<file path="src/rtl/imem_arbiter_if.sv">
// rtl/imem_arbiter_if.sv - one read port of the instruction memory arbiter
// The requester drives req/addr; the arbiter returns the grant and the registered response.
interface imem_arbiter_if #(
  parameter int BUS = 32
);
  logic           req;
  logic [BUS-1:0] addr;
  logic           gnt;
  logic           rvalid;
  logic [BUS-1:0] rdata;
  logic           err;

  modport master (
    output req,
    output addr,
    input  gnt,
    input  rvalid,
    input  rdata,
    input  err
  );

  modport slave (
    input  req,
    input  addr,
    output gnt,
    output rvalid,
    output rdata,
    output err
  );
endinterface

</file>
<file path="src/rtl/imem_arbiter.sv">
// rtl/imem_arbiter.sv - fetch/debug read arbiter for the shared instruction memory
// Port A (fetch) has priority; port B is forced through after STARVE_LIMIT consecutive losses.
module imem_arbiter #(
  parameter int BUS          = 32,
  parameter int MEMSIZE      = 4096,
  parameter int STARVE_LIMIT = 4
) (
  input  logic           clk,
  input  logic           reset,
  imem_arbiter_if.slave  a_port,
  imem_arbiter_if.slave  b_port,
  output logic [BUS-1:0] mem_addr,
  input  logic [BUS-1:0] mem_rdata
);

  localparam int CW = $clog2(STARVE_LIMIT + 1);
  localparam logic [CW-1:0] LIMIT = CW'(STARVE_LIMIT);

  // The in-flight access: who owns the next response and whether it is an error.
  typedef enum logic [2:0] {
    ST_IDLE,
    ST_A_OK,
    ST_A_ERR,
    ST_B_OK,
    ST_B_ERR
  } state_t;

  state_t         state;
  state_t         state_nxt;
  logic [CW-1:0]  starve_cnt;
  logic           a_gnt_c;
  logic           b_gnt_c;
  logic [BUS-1:0] sel_addr;
  logic           addr_err;

  always_ff @(posedge clk) begin
    if (!reset) begin
      state <= ST_IDLE;
    end else begin
      state <= state_nxt;
    end
  end

  always_comb begin
    a_gnt_c   = 1'b0;
    b_gnt_c   = 1'b0;
    sel_addr  = a_port.addr;
    state_nxt = ST_IDLE;
    if (reset) begin
      if (a_port.req && (!b_port.req || starve_cnt < LIMIT)) begin
        a_gnt_c = 1'b1;
      end else if (b_port.req) begin
        b_gnt_c = 1'b1;
      end
    end
    if (b_gnt_c) begin
      sel_addr = b_port.addr;
    end
    addr_err = (sel_addr[1:0] != 2'b00) ||
               ({2'b00, sel_addr[BUS-1:2]} >= BUS'(MEMSIZE));
    if (a_gnt_c) begin
      state_nxt = addr_err ? ST_A_ERR : ST_A_OK;
    end else if (b_gnt_c) begin
      state_nxt = addr_err ? ST_B_ERR : ST_B_OK;
    end
  end

  assign a_port.gnt = a_gnt_c;
  assign b_port.gnt = b_gnt_c;

  // Counter tracks consecutive cycles in which B asked but A won.
  always_ff @(posedge clk) begin
    if (!reset) begin
      starve_cnt <= '0;
    end else if (b_port.req && a_gnt_c) begin
      if (starve_cnt < LIMIT) begin
        starve_cnt <= starve_cnt + CW'(1);
      end
    end else begin
      starve_cnt <= '0;
    end
  end

  // Erroring addresses never reach the array, so mem_addr only follows clean accepts.
  always_ff @(posedge clk) begin
    if (!reset) begin
      mem_addr <= '0;
    end else if ((a_gnt_c || b_gnt_c) && !addr_err) begin
      mem_addr <= sel_addr;
    end
  end

  always_ff @(posedge clk) begin
    if (!reset) begin
      a_port.rvalid <= 1'b0;
      a_port.err    <= 1'b0;
      a_port.rdata  <= '0;
      b_port.rvalid <= 1'b0;
      b_port.err    <= 1'b0;
      b_port.rdata  <= '0;
    end else begin
      a_port.rvalid <= (state == ST_A_OK) || (state == ST_A_ERR);
      a_port.err    <= (state == ST_A_ERR);
      b_port.rvalid <= (state == ST_B_OK) || (state == ST_B_ERR);
      b_port.err    <= (state == ST_B_ERR);
      if (state == ST_A_OK) begin
        a_port.rdata <= mem_rdata;
      end else if (state == ST_A_ERR) begin
        a_port.rdata <= '0;
      end
      if (state == ST_B_OK) begin
        b_port.rdata <= mem_rdata;
      end else if (state == ST_B_ERR) begin
        b_port.rdata <= '0;
      end
    end
  end

endmodule

</file>
<file path="src/flat_wrapper.sv">
// flat-port wrapper written by rule: the top's interface ports become plain ports
module imem_arbiter_flat 
#(
  parameter int BUS          = 32,
  parameter int MEMSIZE      = 4096,
  parameter int STARVE_LIMIT = 4
)
  (clk, reset, mem_addr, mem_rdata, a_port_req, a_port_addr, a_port_gnt, a_port_rvalid, a_port_rdata, a_port_err, b_port_req, b_port_addr, b_port_gnt, b_port_rvalid, b_port_rdata, b_port_err);
  imem_arbiter_if #(.BUS(BUS)) a_port_i ();
  imem_arbiter_if #(.BUS(BUS)) b_port_i ();
  input  logic clk;
  input  logic reset;
  output logic [BUS-1:0] mem_addr;
  input  logic [BUS-1:0] mem_rdata;
  input wire logic [$bits(a_port_i.req)-1:0] a_port_req;
  input wire logic [$bits(a_port_i.addr)-1:0] a_port_addr;
  output wire logic [$bits(a_port_i.gnt)-1:0] a_port_gnt;
  output wire logic [$bits(a_port_i.rvalid)-1:0] a_port_rvalid;
  output wire logic [$bits(a_port_i.rdata)-1:0] a_port_rdata;
  output wire logic [$bits(a_port_i.err)-1:0] a_port_err;
  input wire logic [$bits(b_port_i.req)-1:0] b_port_req;
  input wire logic [$bits(b_port_i.addr)-1:0] b_port_addr;
  output wire logic [$bits(b_port_i.gnt)-1:0] b_port_gnt;
  output wire logic [$bits(b_port_i.rvalid)-1:0] b_port_rvalid;
  output wire logic [$bits(b_port_i.rdata)-1:0] b_port_rdata;
  output wire logic [$bits(b_port_i.err)-1:0] b_port_err;
  assign a_port_i.req = a_port_req;
  assign a_port_i.addr = a_port_addr;
  assign a_port_gnt = a_port_i.gnt;
  assign a_port_rvalid = a_port_i.rvalid;
  assign a_port_rdata = a_port_i.rdata;
  assign a_port_err = a_port_i.err;
  assign b_port_i.req = b_port_req;
  assign b_port_i.addr = b_port_addr;
  assign b_port_gnt = b_port_i.gnt;
  assign b_port_rvalid = b_port_i.rvalid;
  assign b_port_rdata = b_port_i.rdata;
  assign b_port_err = b_port_i.err;
  imem_arbiter #(.BUS(BUS), .MEMSIZE(MEMSIZE), .STARVE_LIMIT(STARVE_LIMIT)) u_core (.clk(clk), .reset(reset), .a_port(a_port_i), .b_port(b_port_i), .mem_addr(mem_addr), .mem_rdata(mem_rdata));
endmodule
</file>
<file path="config.mk">
export PLATFORM = sky130hd
export DESIGN_NAME = imem_arbiter_flat
export DESIGN_NICKNAME = d
export VERILOG_FILES = /design/src/rtl/imem_arbiter_if.sv /design/src/rtl/imem_arbiter.sv /design/src/flat_wrapper.sv
export SDC_FILE = /design/constraint.sdc
export NUM_CORES = 1
export LEC_CHECK = 0
export ABC_CLOCK_PERIOD_IN_PS = 2500
export BUFFER_PORTS_ARGS = -buffer_cell sky130_fd_sc_hd__buf_2
export CAP_MARGIN = 20
export CORE_ASPECT_RATIO = 0.8
export CORE_MARGIN = 1.5
export CORE_UTILIZATION = 30
export CTS_BUF_LIST = sky130_fd_sc_hd__clkbuf_4 sky130_fd_sc_hd__clkbuf_8
export DETAILED_ROUTE_END_ITERATION = 10
export GPL_TIMING_DRIVEN = 0
export SLEW_MARGIN = 5
export SYNTH_ARGS = -nofsm -noshare
export SYNTH_HDL_FRONTEND = slang
export SYNTH_SLANG_ARGS = --single-unit
</file>
<file path="constraint.sdc">
create_clock -name clk -period 2.5 [get_ports clk]
set_input_delay 0.125 -clock clk [delete_from_list [all_inputs] [get_ports clk]]
set_output_delay 0.125 -clock clk [all_outputs]
set_load 0.005 [all_outputs]
</file>
==> run metrics <==
result of the run=finished, final reports clean; CP peak stage delay=490 ps; pwr dens=551 mW/mm²; synthesized area=between 0.003 and 0.004 mm²; via count of the first global-routing pass=approximately 3.2k; largest net degree at the start of global routing=19; Finish-stage setup viols=0; most frequent cell on the critical path=a211oi_1; Total Negative Setup Slacks=0 ps; Largest delay share family, worst path=compound AO/OA/AOI/OAI gates; HPWL after DPL=roughly 8100 µm; worst hold-check path type=primary input to register; CP endpoint kind=register; highest net fanout along the worst path=10; net count of the mapped netlist=478; total count of hold-check failures in the final report=0; number of antenna diodes=0; arrival time of the worst setup path=2410 ps; global-route wire length before repair=16,000 µm; total routed wirelength=between 10,000 and 15,000 µm; buffers and inverters on the worst path=1; slew at the pin with the worst max-slew slack=approximately 660 ps; die extent in y=103 µm; I/O pin cnt=roughly 200; worst vdd rail ir drop=a little over 0.0003 V; clock sink count=106; number of CTS-inserted buffers=9; share of final-layout standard cells stronger than drive strength 1=0.386; max frequency=459 MHz; source-to-sink clock delay at the later pin of the worst-skew pair=around 360 ps; area of the multi-input gates=0.00141 mm²; count of warnings emitted by yosys=0; placer's final routability congestion estimate=roughly 0.75; sequence of cells on the critical path=o211ai_1, clkbuf_1, mux2_2, a211oi_1, a211oi_1; TritonRoute pass-1 iters=5; count of maximum capacitance violations=0; # H-tree levels=3; sort of element at the start of the critical path=register; post-route design area=around 0.0052 mm²; total power of the final layout=approximately 2.9 mW; sequential cell area in the final layout=between 0.002 and 0.0025 mm²; number of placement rows=36; cell taking the most area after synthesis=dfxtp_1; startpoint-to-endpoint class of the critical path=register to register; antenna viol nets, final=0; number of antenna violations at the first check in global routing=0; dominant cell by count in the synthesized netlist=dfxtp_1; Yosys top cell area share=0.570; detailed-route DRC error count=0; Post-synth EDFFs=0; post-CTS sizing=0; number of post-CTS setup repair buffers=0; count of distinct cell types in the synthesized netlist=26; die footprint=around 0.013 mm²; vias=3,620; static leakage=between 2 and 2.5 nW; clock tree from TritonCTS=built; CTS Buffer Depth=2; number of nets in the layout=about 700; mean instance size in the synthesized netlist=9.88 µm²; data required time at the worst endpoint=approximately 2700 ps; clock period minus worst slack=between 2000 and 2500 ps; synthesis-to-layout area growth=40.4%; routed wire length per instance=around 14 µm; clock skew after layout=about 7 ps; Cells after Synth=approximately 380; clock transition time at the flip-flop clock pins of the worst setup and hold paths=110 ps; proportion of synthesized flip-flops having asynchronous set or reset=0; Total Routing Usage GR=0.153; vias per std cell=between 4 and 5; most frequent cells after synthesis=dfxtp_1, nor2_1, a22oi_1; Main synth FF type=dfxtp_1; Fill cells=1,221; synth top area cells=dfxtp_1, a22oi_1, nor2_1; unrepaired setup endpoints after global routing=false; drt initial violations=~150; number of input and output port buffers inserted=about 200; headroom to the max-slew limit=0.558; post-detailed-placement cell area=0.00492 mm²; fin. max-slew vios=0; core footprint=between 0.01 and 0.015 mm²; global-route congestion overflow total=0; Seq/Total Area, Yosys=0.570; clock root cell=clkbuf_8; crit share post-route=0.871; CP max-delay cell=o211ai_1; flops & latches, synth=between 100 and 150; Starting Density=0.306; die width=around 130 µm
-- registers in the layout, summed over array words and instances, names as in the netlist --
name                  count
u_core.a_port.rvalid      1
u_core.mem_addr          32
u_core.b_port.rdata      32
u_core.a_port.rdata      32
u_core.state              3
u_core.b_port.err         1
u_core.a_port.err         1
u_core.starve_cnt         3
u_core.b_port.rvalid      1
-- per-layer routing --
layer  up-vias  global-route usage  wire length [µm]
met5         -                   0                 0
li1       1793                   -                 -
met1      1707               0.204              5110
met2       109               0.249              4940
met3        11              0.0400               531
met4         0              0.0393               108
-- placed cells by master, fill, tap and decap left out, types with 3 or more instances in the layout --
cell,netlist,final
and2_1,3,3
a211oi_1,25,25
and3_1,20,20
mux2_2,12,12
clkbuf_1,28,28
nor2_1,73,73
inv_1,14,14
a22oi_1,64,64
clkbuf_8,0,10
buf_2,1,202
nor4_1,5,5
dfxtp_1,106,106
or4_1,6,6
nand2_1,5,5
dlygate4sd3_1,0,12
clkinvlp_4,0,3
-- worst paths after layout --
path	start	endpoint	slack [ps]	cells past startpoint
max	u_core.starve_cnt[2]	u_core.mem_addr[13]	320	5
min	mem_rdata[7]	u_core.a_port.rdata[7]	20	3
max reg2reg	u_core.starve_cnt[2]	u_core.mem_addr[13]	320	5
min reg2reg	u_core.starve_cnt[0]	u_core.starve_cnt[0]	450	1
-- stage by stage --
step	utilization	worst slack, ps	hold WS, ps	cells
after CTS	0.429	293	0.360	757
after global routing	0.430	112	4.79	758
final	0.430	323	19.4	758
after detailed placement	0.405	301	386	730
after floorplan	-	563	273	377
after global placement	0.405	290	378	730
-- where the power goes --
group / switching, mW / internal, mW
logic: 0.0957 / 0.0939
registers: 0.00318 / 1.69
clock network: 0.598 / 0.400
-- final cells by class --
class / count / area share
plain buffers: 31 / 0.0254
clock buffers: 10 / 0.0263
clock inverters: 6 / 0.00981
inverters: 15 / 0.0108
multi-input cells: 225 / 0.270
flip-flops and latches: 106 / 0.406
well taps: 152 / 0.0364
repair buffers: 213 / 0.215
-- worst min-delay path: cells and delay by family --
family	cells	cell delay, ps
buf+inv	1	90
simple gates	1	80
compound gates	1	60
-- kinds of logic (layout without fill, tap and decap cells) --
group / Yosys count / in the layout / share of synthesized area
XOR/XNOR: 1 / 1 / 0.00235
buffers and inverters: 46 / 275 / 0.0507
AO/OA/AOI/OAI: 92 / 92 / 0.187
AND/OR/NAND/NOR: 119 / 119 / 0.151
multiplexers: 12 / 12 / 0.0363
flip-flops: 106 / 106 / 0.570
adder cells (fa/ha/maj): 1 / 1 / 0.00336
-- timing repair --
action                                  4_1_cts  5_1_grt
hold endpoints to repair                     11        1
hold buffers                                 11        1
endpoints found under the setup margin        0        0
No activity file was read; power rests on OpenSTA's default activity.
